`config.mk`:
```
export PLATFORM = sky130hd
export DESIGN_NAME = rv_decode_stage_flat
export DESIGN_NICKNAME = d
export VERILOG_FILES = /design/src/rtl/rv_decode_if.sv /design/src/rtl/rv_decode_stage.sv /design/src/flat_wrapper.sv
export SDC_FILE = /design/constraint.sdc
export NUM_CORES = 1
export LEC_CHECK = 0
export ABC_AREA = 1
export CAP_MARGIN = 20
export CORE_MARGIN = 8
export CORE_UTILIZATION = 45
export DETAILED_ROUTE_END_ITERATION = 8
export GPL_ROUTABILITY_DRIVEN = 0
export PLACE_DENSITY = 0.86
export SLEW_MARGIN = 20
export SYNTH_ARGS = -nofsm -noshare
export SYNTH_HDL_FRONTEND = slang
export SYNTH_SLANG_ARGS = --single-unit
```
`constraint.sdc`:
```
create_clock -name clk -period 1.91 [get_ports clk]
set_clock_uncertainty 0.2 [all_clocks]
set_input_delay 0.573 -clock clk [delete_from_list [all_inputs] [get_ports clk]]
set_output_delay 0.573 -clock clk [all_outputs]
set_load 0.02 [all_outputs]
```
`src/rtl/rv_decode_if.sv`:
```
// Handshake and decoded-bundle signals between the IF/ID register, decode stage and execute.
// DECODE_ILLEGAL_TRAP_EN adds the illegal flag and illegal-word counter.
interface rv_decode_if #(
  parameter int unsigned XLEN  = 32,
  parameter int unsigned CNT_W = 8
);
  logic              in_valid;
  logic              in_ready;
  logic [31:0]       instr;
  logic              flush;
  logic              out_valid;
  logic              out_ready;
  logic [2:0]        ImmType;
  logic [XLEN-1:0]   imm;
  logic [4:0]        rd;
  logic [4:0]        rs1;
  logic [4:0]        rs2;
  logic              RegWrite;
  logic              MemRead;
  logic              MemtoReg;
  logic              ALUSrc;
  logic              PCtoRegSrc;
  logic              RDSrc;
  logic [1:0]        ALUOP;
  logic [XLEN/8-1:0] MemWrite;
  logic [2:0]        ld_funct3;
  logic [2:0]        br_funct3;
  logic              is_branch;
  logic              is_jal;
  logic              is_jalr;
  logic              is_lui;
  logic              is_auipc;
`ifdef DECODE_ILLEGAL_TRAP_EN
  logic              illegal;
  logic [CNT_W-1:0]  illegal_cnt;
`endif

  modport master (
    output in_valid, instr, flush, out_ready,
    input  in_ready, out_valid, ImmType, imm, rd, rs1, rs2, RegWrite, MemRead, MemtoReg,
           ALUSrc, PCtoRegSrc, RDSrc, ALUOP, MemWrite, ld_funct3, br_funct3, is_branch,
           is_jal, is_jalr, is_lui, is_auipc
`ifdef DECODE_ILLEGAL_TRAP_EN
           , illegal, illegal_cnt
`endif
  );

  modport slave (
    input  in_valid, instr, flush, out_ready,
    output in_ready, out_valid, ImmType, imm, rd, rs1, rs2, RegWrite, MemRead, MemtoReg,
           ALUSrc, PCtoRegSrc, RDSrc, ALUOP, MemWrite, ld_funct3, br_funct3, is_branch,
           is_jal, is_jalr, is_lui, is_auipc
`ifdef DECODE_ILLEGAL_TRAP_EN
           , illegal, illegal_cnt
`endif
  );
endinterface

```
`src/rtl/rv_decode_stage.sv`:
```
// Registered RISC-V decode stage: one-cycle latency, valid/ready stall hold and flush.
// DECODE_ILLEGAL_TRAP_EN exposes illegal and a saturating illegal-word counter.
module rv_decode_stage #(
  parameter int unsigned XLEN  = 32,
  parameter int unsigned CNT_W = 8
) (
  input logic        clk,
  input logic        rst,
  rv_decode_if.slave bus
);
  localparam int unsigned MaskW = XLEN / 8;

  localparam logic [6:0] OpR      = 7'b0110011;
  localparam logic [6:0] OpLoad   = 7'b0000011;
  localparam logic [6:0] OpImm    = 7'b0010011;
  localparam logic [6:0] OpJalr   = 7'b1100111;
  localparam logic [6:0] OpStore  = 7'b0100011;
  localparam logic [6:0] OpBranch = 7'b1100011;
  localparam logic [6:0] OpLui    = 7'b0110111;
  localparam logic [6:0] OpAuipc  = 7'b0010111;
  localparam logic [6:0] OpJal    = 7'b1101111;

  localparam logic [2:0] ImmR = 3'b000;
  localparam logic [2:0] ImmI = 3'b001;
  localparam logic [2:0] ImmS = 3'b010;
  localparam logic [2:0] ImmB = 3'b011;
  localparam logic [2:0] ImmU = 3'b100;
  localparam logic [2:0] ImmJ = 3'b101;

  logic [6:0]  opcode;
  logic [2:0]  funct3;
  logic [31:0] imm_i, imm_s, imm_b, imm_u, imm_j;
  logic        load;

  assign opcode = bus.instr[6:0];
  assign funct3 = bus.instr[14:12];
  assign imm_i  = {{20{bus.instr[31]}}, bus.instr[31:20]};
  assign imm_s  = {{20{bus.instr[31]}}, bus.instr[31:25], bus.instr[11:7]};
  assign imm_b  = {{19{bus.instr[31]}}, bus.instr[31], bus.instr[7], bus.instr[30:25],
                   bus.instr[11:8], 1'b0};
  assign imm_u  = {bus.instr[31:12], 12'b0};
  assign imm_j  = {{11{bus.instr[31]}}, bus.instr[31], bus.instr[19:12], bus.instr[20],
                   bus.instr[30:21], 1'b0};

  assign bus.in_ready = !bus.out_valid || bus.out_ready;
  assign load         = bus.in_valid && bus.in_ready && !bus.flush;

  logic [2:0]       d_imm_type;
  logic [31:0]      d_imm32;
  logic             d_reg_write, d_mem_read, d_mem_to_reg, d_alu_src, d_pc_to_reg, d_rd_src;
  logic [1:0]       d_alu_op;
  logic [MaskW-1:0] d_mem_write;
  logic [2:0]       d_ld_funct3, d_br_funct3;
  logic             d_is_branch, d_is_jal, d_is_jalr, d_is_lui, d_is_auipc;
  logic             d_illegal;

  always_comb begin
    d_imm_type   = ImmR;
    d_imm32      = '0;
    d_reg_write  = 1'b0;
    d_mem_read   = 1'b0;
    d_mem_to_reg = 1'b0;
    d_alu_src    = 1'b0;
    d_pc_to_reg  = 1'b0;
    d_rd_src     = 1'b0;
    d_alu_op     = 2'b00;
    d_mem_write  = '0;
    d_ld_funct3  = 3'b000;
    d_br_funct3  = 3'b000;
    d_is_branch  = 1'b0;
    d_is_jal     = 1'b0;
    d_is_jalr    = 1'b0;
    d_is_lui     = 1'b0;
    d_is_auipc   = 1'b0;
    d_illegal    = 1'b0;
    case (opcode)
      OpR: begin
        d_reg_write = 1'b1;
        d_alu_src   = 1'b1;
      end
      OpLoad: begin
        d_imm_type   = ImmI;
        d_imm32      = imm_i;
        d_reg_write  = 1'b1;
        d_mem_read   = 1'b1;
        d_mem_to_reg = 1'b1;
        d_alu_op     = 2'b10;
        d_ld_funct3  = funct3;
        case (funct3)
          3'b000, 3'b001, 3'b010, 3'b100, 3'b101: d_illegal = 1'b0;
          3'b011, 3'b110:                         d_illegal = (XLEN != 64);
          default:                                d_illegal = 1'b1;
        endcase
      end
      OpImm: begin
        d_imm_type  = ImmI;
        d_imm32     = imm_i;
        d_reg_write = 1'b1;
        d_alu_op    = 2'b01;
      end
      OpJalr: begin
        d_imm_type  = ImmI;
        d_imm32     = imm_i;
        d_reg_write = 1'b1;
        d_pc_to_reg = 1'b1;
        d_rd_src    = 1'b1;
        d_alu_op    = 2'b10;
        d_is_jalr   = 1'b1;
      end
      OpStore: begin
        d_imm_type = ImmS;
        d_imm32    = imm_s;
        d_alu_op   = 2'b10;
        case (funct3)
          3'b000: d_mem_write = MaskW'(8'h01);
          3'b001: d_mem_write = MaskW'(8'h03);
          3'b010: d_mem_write = MaskW'(8'h0F);
          3'b011: begin
            if (XLEN == 64) d_mem_write = '1;
            else            d_illegal   = 1'b1;
          end
          default: d_illegal = 1'b1;
        endcase
      end
      OpBranch: begin
        d_imm_type  = ImmB;
        d_imm32     = imm_b;
        d_alu_op    = 2'b11;
        d_br_funct3 = funct3;
        d_is_branch = 1'b1;
      end
      OpLui, OpAuipc: begin
        d_imm_type  = ImmU;
        d_imm32     = imm_u;
        d_reg_write = 1'b1;
        d_pc_to_reg = 1'b1;
        d_rd_src    = 1'b1;
        d_is_lui    = (opcode == OpLui);
        d_is_auipc  = (opcode == OpAuipc);
      end
      OpJal: begin
        d_imm_type  = ImmJ;
        d_imm32     = imm_j;
        d_reg_write = 1'b1;
        d_pc_to_reg = 1'b1;
        d_rd_src    = 1'b1;
        d_is_jal    = 1'b1;
      end
      default: d_illegal = 1'b1;
    endcase
    if (bus.instr[1:0] != 2'b11) d_illegal = 1'b1;
    // An illegal word travels as a NOP: nothing downstream may write or branch.
    if (d_illegal) begin
      d_reg_write = 1'b0;
      d_mem_read  = 1'b0;
      d_mem_write = '0;
      d_is_branch = 1'b0;
      d_is_jal    = 1'b0;
      d_is_jalr   = 1'b0;
      d_is_lui    = 1'b0;
      d_is_auipc  = 1'b0;
    end
  end

  always_ff @(posedge clk) begin
    if (rst) begin
      bus.out_valid  <= 1'b0;
      bus.ImmType    <= '0;
      bus.imm        <= '0;
      bus.rd         <= '0;
      bus.rs1        <= '0;
      bus.rs2        <= '0;
      bus.RegWrite   <= 1'b0;
      bus.MemRead    <= 1'b0;
      bus.MemtoReg   <= 1'b0;
      bus.ALUSrc     <= 1'b0;
      bus.PCtoRegSrc <= 1'b0;
      bus.RDSrc      <= 1'b0;
      bus.ALUOP      <= '0;
      bus.MemWrite   <= '0;
      bus.ld_funct3  <= '0;
      bus.br_funct3  <= '0;
      bus.is_branch  <= 1'b0;
      bus.is_jal     <= 1'b0;
      bus.is_jalr    <= 1'b0;
      bus.is_lui     <= 1'b0;
      bus.is_auipc   <= 1'b0;
`ifdef DECODE_ILLEGAL_TRAP_EN
      bus.illegal     <= 1'b0;
      bus.illegal_cnt <= '0;
`endif
    end else if (load) begin
      bus.out_valid  <= 1'b1;
      bus.ImmType    <= d_imm_type;
      bus.imm        <= XLEN'($signed(d_imm32));
      bus.rd         <= bus.instr[11:7];
      bus.rs1        <= bus.instr[19:15];
      bus.rs2        <= bus.instr[24:20];
      bus.RegWrite   <= d_reg_write;
      bus.MemRead    <= d_mem_read;
      bus.MemtoReg   <= d_mem_to_reg;
      bus.ALUSrc     <= d_alu_src;
      bus.PCtoRegSrc <= d_pc_to_reg;
      bus.RDSrc      <= d_rd_src;
      bus.ALUOP      <= d_alu_op;
      bus.MemWrite   <= d_mem_write;
      bus.ld_funct3  <= d_ld_funct3;
      bus.br_funct3  <= d_br_funct3;
      bus.is_branch  <= d_is_branch;
      bus.is_jal     <= d_is_jal;
      bus.is_jalr    <= d_is_jalr;
      bus.is_lui     <= d_is_lui;
      bus.is_auipc   <= d_is_auipc;
`ifdef DECODE_ILLEGAL_TRAP_EN
      bus.illegal <= d_illegal;
      if (d_illegal && (bus.illegal_cnt != {CNT_W{1'b1}})) begin
        bus.illegal_cnt <= bus.illegal_cnt + CNT_W'(1);
      end
`endif
    end else if (bus.flush || bus.out_ready) begin
      // Flush or consume without refill: drop to a bubble with every enable cleared.
      bus.out_valid <= 1'b0;
      bus.RegWrite  <= 1'b0;
      bus.MemRead   <= 1'b0;
      bus.MemWrite  <= '0;
      bus.is_branch <= 1'b0;
      bus.is_jal    <= 1'b0;
      bus.is_jalr   <= 1'b0;
      bus.is_lui    <= 1'b0;
      bus.is_auipc  <= 1'b0;
    end
  end
endmodule

```
`src/flat_wrapper.sv`:
```
// flat-port wrapper written by rule: the top's interface ports become plain ports
module rv_decode_stage_flat 
#(
  parameter int unsigned XLEN  = 32,
  parameter int unsigned CNT_W = 8
)
  (clk, rst, bus_in_valid, bus_instr, bus_flush, bus_out_ready, bus_in_ready, bus_out_valid, bus_ImmType, bus_imm, bus_rd, bus_rs1, bus_rs2, bus_RegWrite, bus_MemRead, bus_MemtoReg, bus_ALUSrc, bus_PCtoRegSrc, bus_RDSrc, bus_ALUOP, bus_MemWrite, bus_ld_funct3, bus_br_funct3, bus_is_branch, bus_is_jal, bus_is_jalr, bus_is_lui, bus_is_auipc);
  rv_decode_if #(.XLEN(XLEN), .CNT_W(CNT_W)) bus_i ();
  input logic clk;
  input logic rst;
  input wire logic [$bits(bus_i.in_valid)-1:0] bus_in_valid;
  input wire logic [$bits(bus_i.instr)-1:0] bus_instr;
  input wire logic [$bits(bus_i.flush)-1:0] bus_flush;
  input wire logic [$bits(bus_i.out_ready)-1:0] bus_out_ready;
  output wire logic [$bits(bus_i.in_ready)-1:0] bus_in_ready;
  output wire logic [$bits(bus_i.out_valid)-1:0] bus_out_valid;
  output wire logic [$bits(bus_i.ImmType)-1:0] bus_ImmType;
  output wire logic [$bits(bus_i.imm)-1:0] bus_imm;
  output wire logic [$bits(bus_i.rd)-1:0] bus_rd;
  output wire logic [$bits(bus_i.rs1)-1:0] bus_rs1;
  output wire logic [$bits(bus_i.rs2)-1:0] bus_rs2;
  output wire logic [$bits(bus_i.RegWrite)-1:0] bus_RegWrite;
  output wire logic [$bits(bus_i.MemRead)-1:0] bus_MemRead;
  output wire logic [$bits(bus_i.MemtoReg)-1:0] bus_MemtoReg;
  output wire logic [$bits(bus_i.ALUSrc)-1:0] bus_ALUSrc;
  output wire logic [$bits(bus_i.PCtoRegSrc)-1:0] bus_PCtoRegSrc;
  output wire logic [$bits(bus_i.RDSrc)-1:0] bus_RDSrc;
  output wire logic [$bits(bus_i.ALUOP)-1:0] bus_ALUOP;
  output wire logic [$bits(bus_i.MemWrite)-1:0] bus_MemWrite;
  output wire logic [$bits(bus_i.ld_funct3)-1:0] bus_ld_funct3;
  output wire logic [$bits(bus_i.br_funct3)-1:0] bus_br_funct3;
  output wire logic [$bits(bus_i.is_branch)-1:0] bus_is_branch;
  output wire logic [$bits(bus_i.is_jal)-1:0] bus_is_jal;
  output wire logic [$bits(bus_i.is_jalr)-1:0] bus_is_jalr;
  output wire logic [$bits(bus_i.is_lui)-1:0] bus_is_lui;
  output wire logic [$bits(bus_i.is_auipc)-1:0] bus_is_auipc;
  assign bus_i.in_valid = bus_in_valid;
  assign bus_i.instr = bus_instr;
  assign bus_i.flush = bus_flush;
  assign bus_i.out_ready = bus_out_ready;
  assign bus_in_ready = bus_i.in_ready;
  assign bus_out_valid = bus_i.out_valid;
  assign bus_ImmType = bus_i.ImmType;
  assign bus_imm = bus_i.imm;
  assign bus_rd = bus_i.rd;
  assign bus_rs1 = bus_i.rs1;
  assign bus_rs2 = bus_i.rs2;
  assign bus_RegWrite = bus_i.RegWrite;
  assign bus_MemRead = bus_i.MemRead;
  assign bus_MemtoReg = bus_i.MemtoReg;
  assign bus_ALUSrc = bus_i.ALUSrc;
  assign bus_PCtoRegSrc = bus_i.PCtoRegSrc;
  assign bus_RDSrc = bus_i.RDSrc;
  assign bus_ALUOP = bus_i.ALUOP;
  assign bus_MemWrite = bus_i.MemWrite;
  assign bus_ld_funct3 = bus_i.ld_funct3;
  assign bus_br_funct3 = bus_i.br_funct3;
  assign bus_is_branch = bus_i.is_branch;
  assign bus_is_jal = bus_i.is_jal;
  assign bus_is_jalr = bus_i.is_jalr;
  assign bus_is_lui = bus_i.is_lui;
  assign bus_is_auipc = bus_i.is_auipc;
  rv_decode_stage #(.XLEN(XLEN), .CNT_W(CNT_W)) u_core (.clk(clk), .rst(rst), .bus(bus_i));
endmodule
```
==> impl_metrics.env, run 1 <==
export IMPL_cts_sinks=72
export IMPL_first_pass_iters=5
export IMPL_cts_root_buffer="clkbuf_8"
export IMPL_area_growth_pct=57.4
export IMPL_worstRegToRegCells=8
export IMPL_status="complete, no violations"
export IMPL_crit_chain="dlygate4sd2_1"
export IMPL_period_share=0.975
export IMPL_initial_core_util=0.465
export IMPL_clockBufferDepth=2
export IMPL_netlist_instances=454
export IMPL_final_antenna_net_count=0
export IMPL_final_cell_area_sq_mm=0.00497
export IMPL_drt_wirelength_per_cell_microns=15.5
export IMPL_hold_path_depth=2
export IMPL_grt_use_total=0.214
export IMPL_final_util=0.732
export IMPL_cap_violations=0
export IMPL_final_max_slew_viol_count=0
export IMPL_timing_critical_path_to_type="output pin"
export IMPL_cp_start_kind="register"
export IMPL_dp_hpwl_microns=7980
export IMPL_path_class="reg2out"
export IMPL_ys_top_cells_by_area="dfxtp_1, nand2_1, a21oi_1"
export IMPL_io_pins=112
export IMPL_multi_input_area_sq_mm=0.00159
export IMPL_critPathMaxStageDelay_ns=0.40
export IMPL_finalHoldViolCount=0
export IMPL_r2r_end="u_core.bus.imm[13]"
export IMPL_post_synth_top_count_cell="nand2_1"
export IMPL_crit_slowest_cell="dlygate4sd2_1"
export IMPL_finalWirelength_microns=11000
export IMPL_clkTransAtPathRegs_ns=0.08
export IMPL_ys_ff_latch=72
export IMPL_fmax_mhz=537
export IMPL_ys_warn_count=0
export IMPL_power_leakage_nw=2.41
export IMPL_overflow=0
export IMPL_grt_pass1_vias=3616
export IMPL_crit_fanout=2
export IMPL_vias=3708
export IMPL_tightestPinTransition_ns=0.480
export IMPL_fill_cells=516
export IMPL_synth_area_sq_mm=0.00316
export IMPL_port_buffer_count=111
export IMPL_clk_latency_ns=0.36
export IMPL_whs_endpoint="u_core.bus.imm[6]"
export IMPL_synth_cells_most_frequent="nand2_1, dfxtp_1, a21oi_1"
export IMPL_die_height_microns=99.8
export IMPL_regArea_sq_mm=0.00144
export IMPL_min_period_ns=1.86
export IMPL_synth_top_flop_cell="dfxtp_1"
export IMPL_critical_path_top_delay_family="buffers and inverters"
export IMPL_path_buf_inv=1
export IMPL_finalSetupViolCount=0
export IMPL_cp_required_ns=1.14
export IMPL_postCtsHoldBufs=0
export IMPL_p_total_w=0.00326
export IMPL_worstReg2RegStart="u_core.bus.out_valid"
export IMPL_synth_largest_area_cell="dfxtp_1"
export IMPL_grt_pass1_wl_microns=17100
export IMPL_drive_gt1_frac=0.170
export IMPL_yosysSeqAreaShare=0.456
export IMPL_routed_via_density=5.25
export IMPL_rrSetupSlack_ns=0.36
export IMPL_rows=30
export IMPL_dpl_cell_area_sq_mm=0.00473
export IMPL_synth_edf_count=0
export IMPL_hold_ws_ns=0.263
export IMPL_worstHoldStart="u_core.bus.imm[6]"
export IMPL_hold_class="reg2reg"
export IMPL_slew_headroom=0.679
export IMPL_synth_async_reset_ratio=0
export IMPL_cts_tree="built"
export IMPL_ir_drop_v=0.000764
export IMPL_dieArea_sq_mm=0.00995
export IMPL_fin_nets=642
export IMPL_antenna_found_initial=0
export IMPL_drt_initial_drc_count=294
export IMPL_synth_avg_cell_area_sq_um=6.96
export IMPL_grt_max_degree=22
export IMPL_fp_dieW_microns=99.8
export IMPL_drc=0
export IMPL_h_tree_depth=3
export IMPL_cp_arrival_ns=1.09
export IMPL_synthesis_nets=491
export IMPL_n_antenna_cell=0
export IMPL_pwr_density_cell_mw_per_mm2=655
export IMPL_cts_buffers=9
export IMPL_setup_tns_ns=0
export IMPL_synth_top_area_frac=0.456
export IMPL_synth_distinct_cells=23
export IMPL_coreArea_sq_mm=0.00679
kinds of logic (layout without fill, tap and decap cells):
family | after synthesis | in the layout | synth area share
AOI/OAI and AO/OA | 80 | 80 | 0.131
buffers and inverters | 50 | 204 | 0.0709
DFF | 72 | 72 | 0.456
and+or+nand+nor | 252 | 254 | 0.342
cell type report:
cell class,count,share of cell area
Multi-Input combinational cell,334,0.320
Clock buffer,11,0.0305
Clock inverter,5,0.0128
Tap cell,96,0.0242
Inverter,20,0.0151
Sequential cell,72,0.290
Timing Repair Buffer,168,0.308
per-stage QoR:
step / setup slack [ns] / instances
after floorplan: 0.0162 / 454
after CTS: -0.164 / 706
after global placement: -0.617 / 685
after global routing: -0.0252 / 706
after detailed placement: -0.620 / 685
final: 0.0479 / 706
worst max path at each step:
stage	start	end	slack, ns	depth (start not counted)
finish	u_core.bus.imm[4]	bus_imm[4]	0.05	1
global route	bus_instr[31]	u_core.bus.imm[13]	-0.03	5
CTS	bus_out_ready	bus_in_ready	-0.16	4
detailed placement	bus_out_ready	bus_in_ready	-0.62	4
global placement	bus_out_ready	bus_in_ready	-0.62	4
floorplan	bus_out_ready	u_core.bus.ImmType[2]	0.02	9
metal layers:
layer	GRT usage	part of all wire
met5	0	0
met4	0.0861	0.018
met3	0.0893	0.10
met2	0.363	0.47
met1	0.229	0.40
power by group:
| part | switching [W] | leakage, nW | total, W | internal [W] |
|---|---|---|---|---|
| Clock | 0.000611 | 0.106 | 0.00129 | 0.000683 |
| Sequential | 0.0000119 | 0.582 | 0.00154 | 0.00152 |
| Combinational | 0.000238 | 1.72 | 0.000428 | 0.000190 |
| Total | 0.000861 | 2.41 | 0.00326 | 0.00240 |
registers in the layout, summed over array words and instances (netlist names), 2 cells and up:
name,count
u_core.bus.ALUOP,2
u_core.bus.imm,32
u_core.bus.ImmType,3
u_core.bus.rs1,5
u_core.bus.ld_funct3,3
u_core.bus.MemWrite,3
u_core.bus.rs2,5
u_core.bus.br_funct3,3
u_core.bus.rd,5
worst register-to-register path, stage by stage (launching register included):
cell     delay, ns
dfxtp_1       0.35
nand2_1       0.09
nand2_1       0.11
nor2_4        0.06
inv_2         0.12
buf_12        0.18
buf_4         0.14
nand2_1       0.06
a21oi_1       0.17
placed cells by master (no fill, tap or decap), drive strengths merged, types with 4 or more instances in the layout:
master	netlist	final
dlygate4sd2	0	81
nand3	57	57
buf	16	59
a21oi	71	71
clkdlybuf4s50	0	27
nor2	21	21
o21ai	4	4
dfxtp	72	72
inv	20	21
clkbuf	14	11
nand2	171	173
timing repair:
item,4_1_cts,5_1_grt
setup buffers,2,0
endpoints found under the setup margin,116,48
pin swaps,5,4
gates cloned,3,0
resized for setup,104,8
Power figures use the tool's default switching activity.
==> run 2, diff against run 1 <==
--- a/config.mk
+++ b/config.mk
@@ -7,10 +7,10 @@
 export LEC_CHECK = 0
 export ABC_AREA = 1
 export CAP_MARGIN = 20
+export CORE_ASPECT_RATIO = 1.5
 export CORE_MARGIN = 8
 export CORE_UTILIZATION = 45
 export DETAILED_ROUTE_END_ITERATION = 8
-export GPL_ROUTABILITY_DRIVEN = 0
 export PLACE_DENSITY = 0.86
 export SLEW_MARGIN = 20
 export SYNTH_ARGS = -nofsm -noshare
==> run 2 against run 1 <==
Against the previous run:
- sequential cell count unchanged
- hold slack got worse by 0.0034 ns
- register-to-register slack got worse by 0.05 ns
- critical path type is now in2reg
- largest cell class unchanged
==> impl_metrics.env, run 2 (synthesis gave the netlist of run 1 again) <==
export IMPL_grt_max_degree=48
export IMPL_ir_drop_v=0.000529
export IMPL_finalSetupViolCount=0
export IMPL_n_antenna_cell=0
export IMPL_critPathMaxStageDelay_ns=0.31
export IMPL_timing_critical_path_to_type="register"
export IMPL_dp_hpwl_microns=7890
export IMPL_tightestPinTransition_ns=0.296
export IMPL_grt_use_total=0.214
export IMPL_rows=37
export IMPL_grt_pass1_vias=3634
export IMPL_setup_tns_ns=0
export IMPL_cts_buffers=9
export IMPL_layout_commonest_cell="nand2_1"
export IMPL_hold_ws_ns=0.260
export IMPL_crit_slowest_cell="clkdlybuf4s15_1"
export IMPL_mostFrequentLayoutCells="nand2_1, dlygate4sd2_1, dfxtp_1"
export IMPL_min_period_ns=1.85
export IMPL_period_share=0.967
export IMPL_drc=0
export IMPL_hold_class="reg2reg"
export IMPL_path_buf_inv=3
export IMPL_cts_root_buffer="clkbuf_8"
export IMPL_dp_cells=665
export IMPL_clkTransAtPathRegs_ns=0.08
export IMPL_cts_sinks=72
export IMPL_clockBufferDepth=2
export IMPL_initial_core_util=0.461
export IMPL_timing_final_ws_setup_ns=0.0631
export IMPL_grt_setup_unrepaired="true"
export IMPL_finalWirelength_microns=10800
export IMPL_final_util=0.720
export IMPL_finalHoldViolCount=0
export IMPL_routed_via_density=5.31
export IMPL_first_pass_iters=5
export IMPL_final_cell_count_no_fill=687
export IMPL_overflow=0
export IMPL_dieArea_sq_mm=0.0100
export IMPL_vias=3651
export IMPL_largest_reg_flops=32
export IMPL_place_congestion=0.911
export IMPL_fp_dieW_microns=84.4
export IMPL_cp_required_ns=1.99
export IMPL_h_tree_depth=3
export IMPL_power_leakage_nw=2.41
export IMPL_largest_register="u_core.bus.imm"
export IMPL_cap_violations=0
export IMPL_final_max_slew_viol_count=0
export IMPL_io_pins=112
export IMPL_die_height_microns=119
export IMPL_drt_initial_drc_count=260
export IMPL_status="complete, no violations"
export IMPL_crit_chain="clkdlybuf4s15_1 -> nand3_2 -> inv_2 -> nand2_2 -> nand3_4 -> nand2_4 -> bufbuf_16 -> nand3_1 -> nand2_1 -> a21oi_1"
export IMPL_final_antenna_net_count=0
export IMPL_drt_wirelength_per_cell_microns=15.8
export IMPL_pwr_density_cell_mw_per_mm2=682
export IMPL_fmax_mhz=541
export IMPL_drive_gt1_frac=0.177
export IMPL_area_growth_pct=56.3
export IMPL_coreArea_sq_mm=0.00685
export IMPL_slew_headroom=0.802
export IMPL_cts_tree="built"
export IMPL_post_place_ws_ns=-0.650
export IMPL_critical_path_top_delay_family="buffers and inverters"
export IMPL_fin_nets=641
export IMPL_path_class="in2reg"
export IMPL_crit_fanout=10
export IMPL_cp_start_kind="input port"
export IMPL_clk_latency_ns=0.34
export IMPL_grt_pass1_wl_microns=17500
export IMPL_cp_arrival_ns=1.92
export IMPL_port_buffer_count=111
export IMPL_antenna_found_initial=0
## run 2: tightest hold or removal path, cell delays in order, from the launching register on
cell and delay [ns]:
dfxtp_1 0.31, nand2_1 0.06, a21oi_1 0.05
## run 2: area by class of cell
class | count | area [sq um]
fill | 580 | 1920
tap | 78 | 97.6
sequential | 72 | 1440
multi-input combinational | 333 | 1560
clock buffer | 9 | 124
timing repair buffer | 168 | 1530
clock inverter | 7 | 110
inverter | 20 | 75.1
## run 2: where the power goes
part	switching, W	internal, W
Clock	0.000560	0.000858
Sequential	0.0000126	0.00152
Combinational	0.000229	0.000182
## run 2: metal layers
layer  part of all wire  GRT usage
met2               0.53      0.388
met4              0.029      0.103
met3              0.067     0.0583
met1               0.37      0.220
met5                  0          0
## run 2: path summary, 6_finish.rpt
path | start | to | slack [ns] | cells past startpoint
hold reg to reg | u_core.bus.imm[6] | u_core.bus.imm[6] | 0.26 | 2
setup reg to reg | u_core.bus.out_valid | u_core.bus.imm[21] | 0.31 | 7
setup / recovery | bus_instr[5] | u_core.bus.imm[13] | 0.06 | 10
hold / removal | u_core.bus.imm[6] | u_core.bus.imm[6] | 0.26 | 2
## run 2: repair_timing
item                                    4_1_cts  5_1_grt
pin swaps                                     6        5
gates cloned                                  2        1
hold buffers                                  0        0
buffers inserted                              3        0
endpoints found under the setup margin      119       67
gates resized for setup                      99       14
## run 2: metrics by stage
stage,power (W),area [sq um]
after floorplan,0.00175,3160
after global placement,0.00198,4670
after detailed placement,0.00198,4670
after CTS,0.00337,4900
after global routing,0.00348,4940
final,0.00337,4940
==> variant, RTL diff (settings of run 1) <==
`XLEN` is set to 32 in 3 places; all go to 36.
--- a/src/rtl/rv_decode_if.sv
+++ b/src/rtl/rv_decode_if.sv
@@ -3,3 +3,3 @@
 interface rv_decode_if #(
-  parameter int unsigned XLEN  = 32,
+  parameter int unsigned XLEN  = 36,
   parameter int unsigned CNT_W = 8
--- a/src/rtl/rv_decode_stage.sv
+++ b/src/rtl/rv_decode_stage.sv
@@ -3,3 +3,3 @@
 module rv_decode_stage #(
-  parameter int unsigned XLEN  = 32,
+  parameter int unsigned XLEN  = 36,
   parameter int unsigned CNT_W = 8
--- a/src/flat_wrapper.sv
+++ b/src/flat_wrapper.sv
@@ -3,3 +3,3 @@
 #(
-  parameter int unsigned XLEN  = 32,
+  parameter int unsigned XLEN  = 36,
   parameter int unsigned CNT_W = 8
Interface: changed (resized bus_imm); port bits go from 112 to 116. No check against the original RTL was run, so the function may have changed too.
==> variant against run 1 <==
  * Critical path depth grew 9
  * Critical endpoint is now u_core.bus.imm[1]
  * Design area shrank 0.70%
  * Critical path type is now in2reg
  * Synthesized area up 0.95%
  * Wire length decreased by 2.2%
  * Die area increased by 0.80%
  * Total power up 0.16%
  * Setup slack gained 0.023 ns
  * Sequential cell count unchanged
==> variant: results (changes against run 1) <==
Status
  – Result of the run: finished, final reports clean

Clocking
  – Root cell of the clock tree: sky130_fd_sc_hd__clkbuf_8
  – Latest clock arrival within the worst-skew pair: 0.34 ns (-0.02 ns)
  – Buffers from clock root to sink, at most: 2 (unchanged)

Logic synthesis
  – Post-synth net total: 495 (+0.81%)
  – Register area share after synthesis: 45.2% (-0.43 points)
  – Top post-synthesis cells by area: sky130_fd_sc_hd__dfxtp_1 (45%), sky130_fd_sc_hd__nand2_1 (20%), sky130_fd_sc_hd__a21oi_1 (11%), sky130_fd_sc_hd__nand3_1 (8.6%), sky130_fd_sc_hd__inv_1 (2.0%)
  – Syn_area_per_cell: 6.96 um^2 (about the same)

Route
  – Final wirelength: 10700 um (-2.2%)
  – Routed wirelength normalized by instance count: 15.2 um (-2.3%)
  – Ratio of routed vias to standard cells: 5.16 (-1.8%)
  – DRC marker count from the first detailed-route iteration: 211 (-28%)

Timing
  – Worst hold slack: 0.255 ns (-0.00777 ns)
  – Slew at the pin closest to its max-slew limit: 0.499 ns (+0.0188 ns)

Global route
  – Vias in the first global route: 3653 (+1.0%)
  – Overall track demand over capacity in global routing: 21.2% (-0.18 points)
  – First-pass GRT wire length: 17000 um (-0.16%)
  – Largest net degree at the start of global routing: 41 (+86%)

Worst setup path
  – Reg2Reg Capture Point: u_core.bus.ImmType[2]
  – Longest individual stage delay on the worst path: 0.26 ns (-0.14 ns)
  – Crit path max fanout: 5 (+3)
  – Worst reg-to-reg setup slack: 0.39 ns (+0.03 ns)
  – Worst Path Arrival: 1.92 ns (+0.83 ns)
  – Worst path top cell family by delay: simple AND/OR/NAND/NOR gates

Placed design
  – Post-place setup slack: -0.636 ns (-0.0165 ns)
  – Number of placed cells counting well taps: 684 (-0.15%)
  – Buffers added on ports: 115 (+3.6%)
  – Detailed-placement wirelength estimate: 7980 um (about the same)

Finish
  – Layout cells sized above 1: 16.9% (-0.16 points)

Worst hold path
  – Hold Crit Endpoint: u_core.bus.MemWrite[0]
  – Hold Crit Start: u_core.bus.MemWrite[0]

Power and ir drop
  – Worst vdd ir: 0.000415 V (-46%)
  – Pleak: 2.39 nW (-0.84%)
[variant: worst max-delay path by stage]
stage                                   from                    end  slack (ns)  cells after the start
after global routing           bus_instr[13]    u_core.bus.RegWrite       0.002                      8
final                           bus_instr[3]      u_core.bus.imm[1]        0.07                     10
after detailed placement       bus_out_ready           bus_in_ready       -0.64                      4
after floorplan                bus_out_ready  u_core.bus.ImmType[2]        0.02                      9
after global placement         bus_out_ready           bus_in_ready       -0.62                      4
after CTS                 u_core.bus.imm[31]            bus_imm[32]      -0.001                      1
[variant: kinds of logic (layout without fill, tap and decap cells)]
group | after synthesis | count (layout) | share of synthesized area, %
and+or+nand+nor | 252 | 253 | 33.8
other | 0 | 1 | 0
DFF | 72 | 72 | 45.2
buffers and inverters | 54 | 205 | 7.97
AOI/OAI and AO/OA | 80 | 80 | 13.0
[variant: repair_timing]
item | 4_1_cts | 5_1_grt
hold buffers | 0 | 0
endpoints found under the setup margin | 115 | 19
pin swaps | 4 | 3
cloned | 2 | 0
resized for setup | 107 | 16
setup buffers | 3 | 1
[variant: layout make-up]
class	count	area, um^2
Inverter	20	75.1
Sequential cell	72	1440
Antenna cell	1	2.50
Timing Repair Buffer	169	1520
Fill cell	554	1900
Multi-Input combinational cell	333	1560
Clock inverter	5	81.3
Tap cell	96	120
Clock buffer	11	131
[variant: where the power goes]
part / total (mW) / internal [mW] / switching, mW
registers: 1.54 / 1.52 / 0.0123
logic: 0.412 / 0.182 / 0.230
clock network: 1.31 / 0.737 / 0.578
[variant: layer usage]
metal	global-route usage, %	vias up	share of wire [%]
met3	8.24	18	9.9
met2	37.6	164	50
met1	22.3	1680	39
met4	7.09	0	1.5
met5	0	-	0
li1	-	1783	-
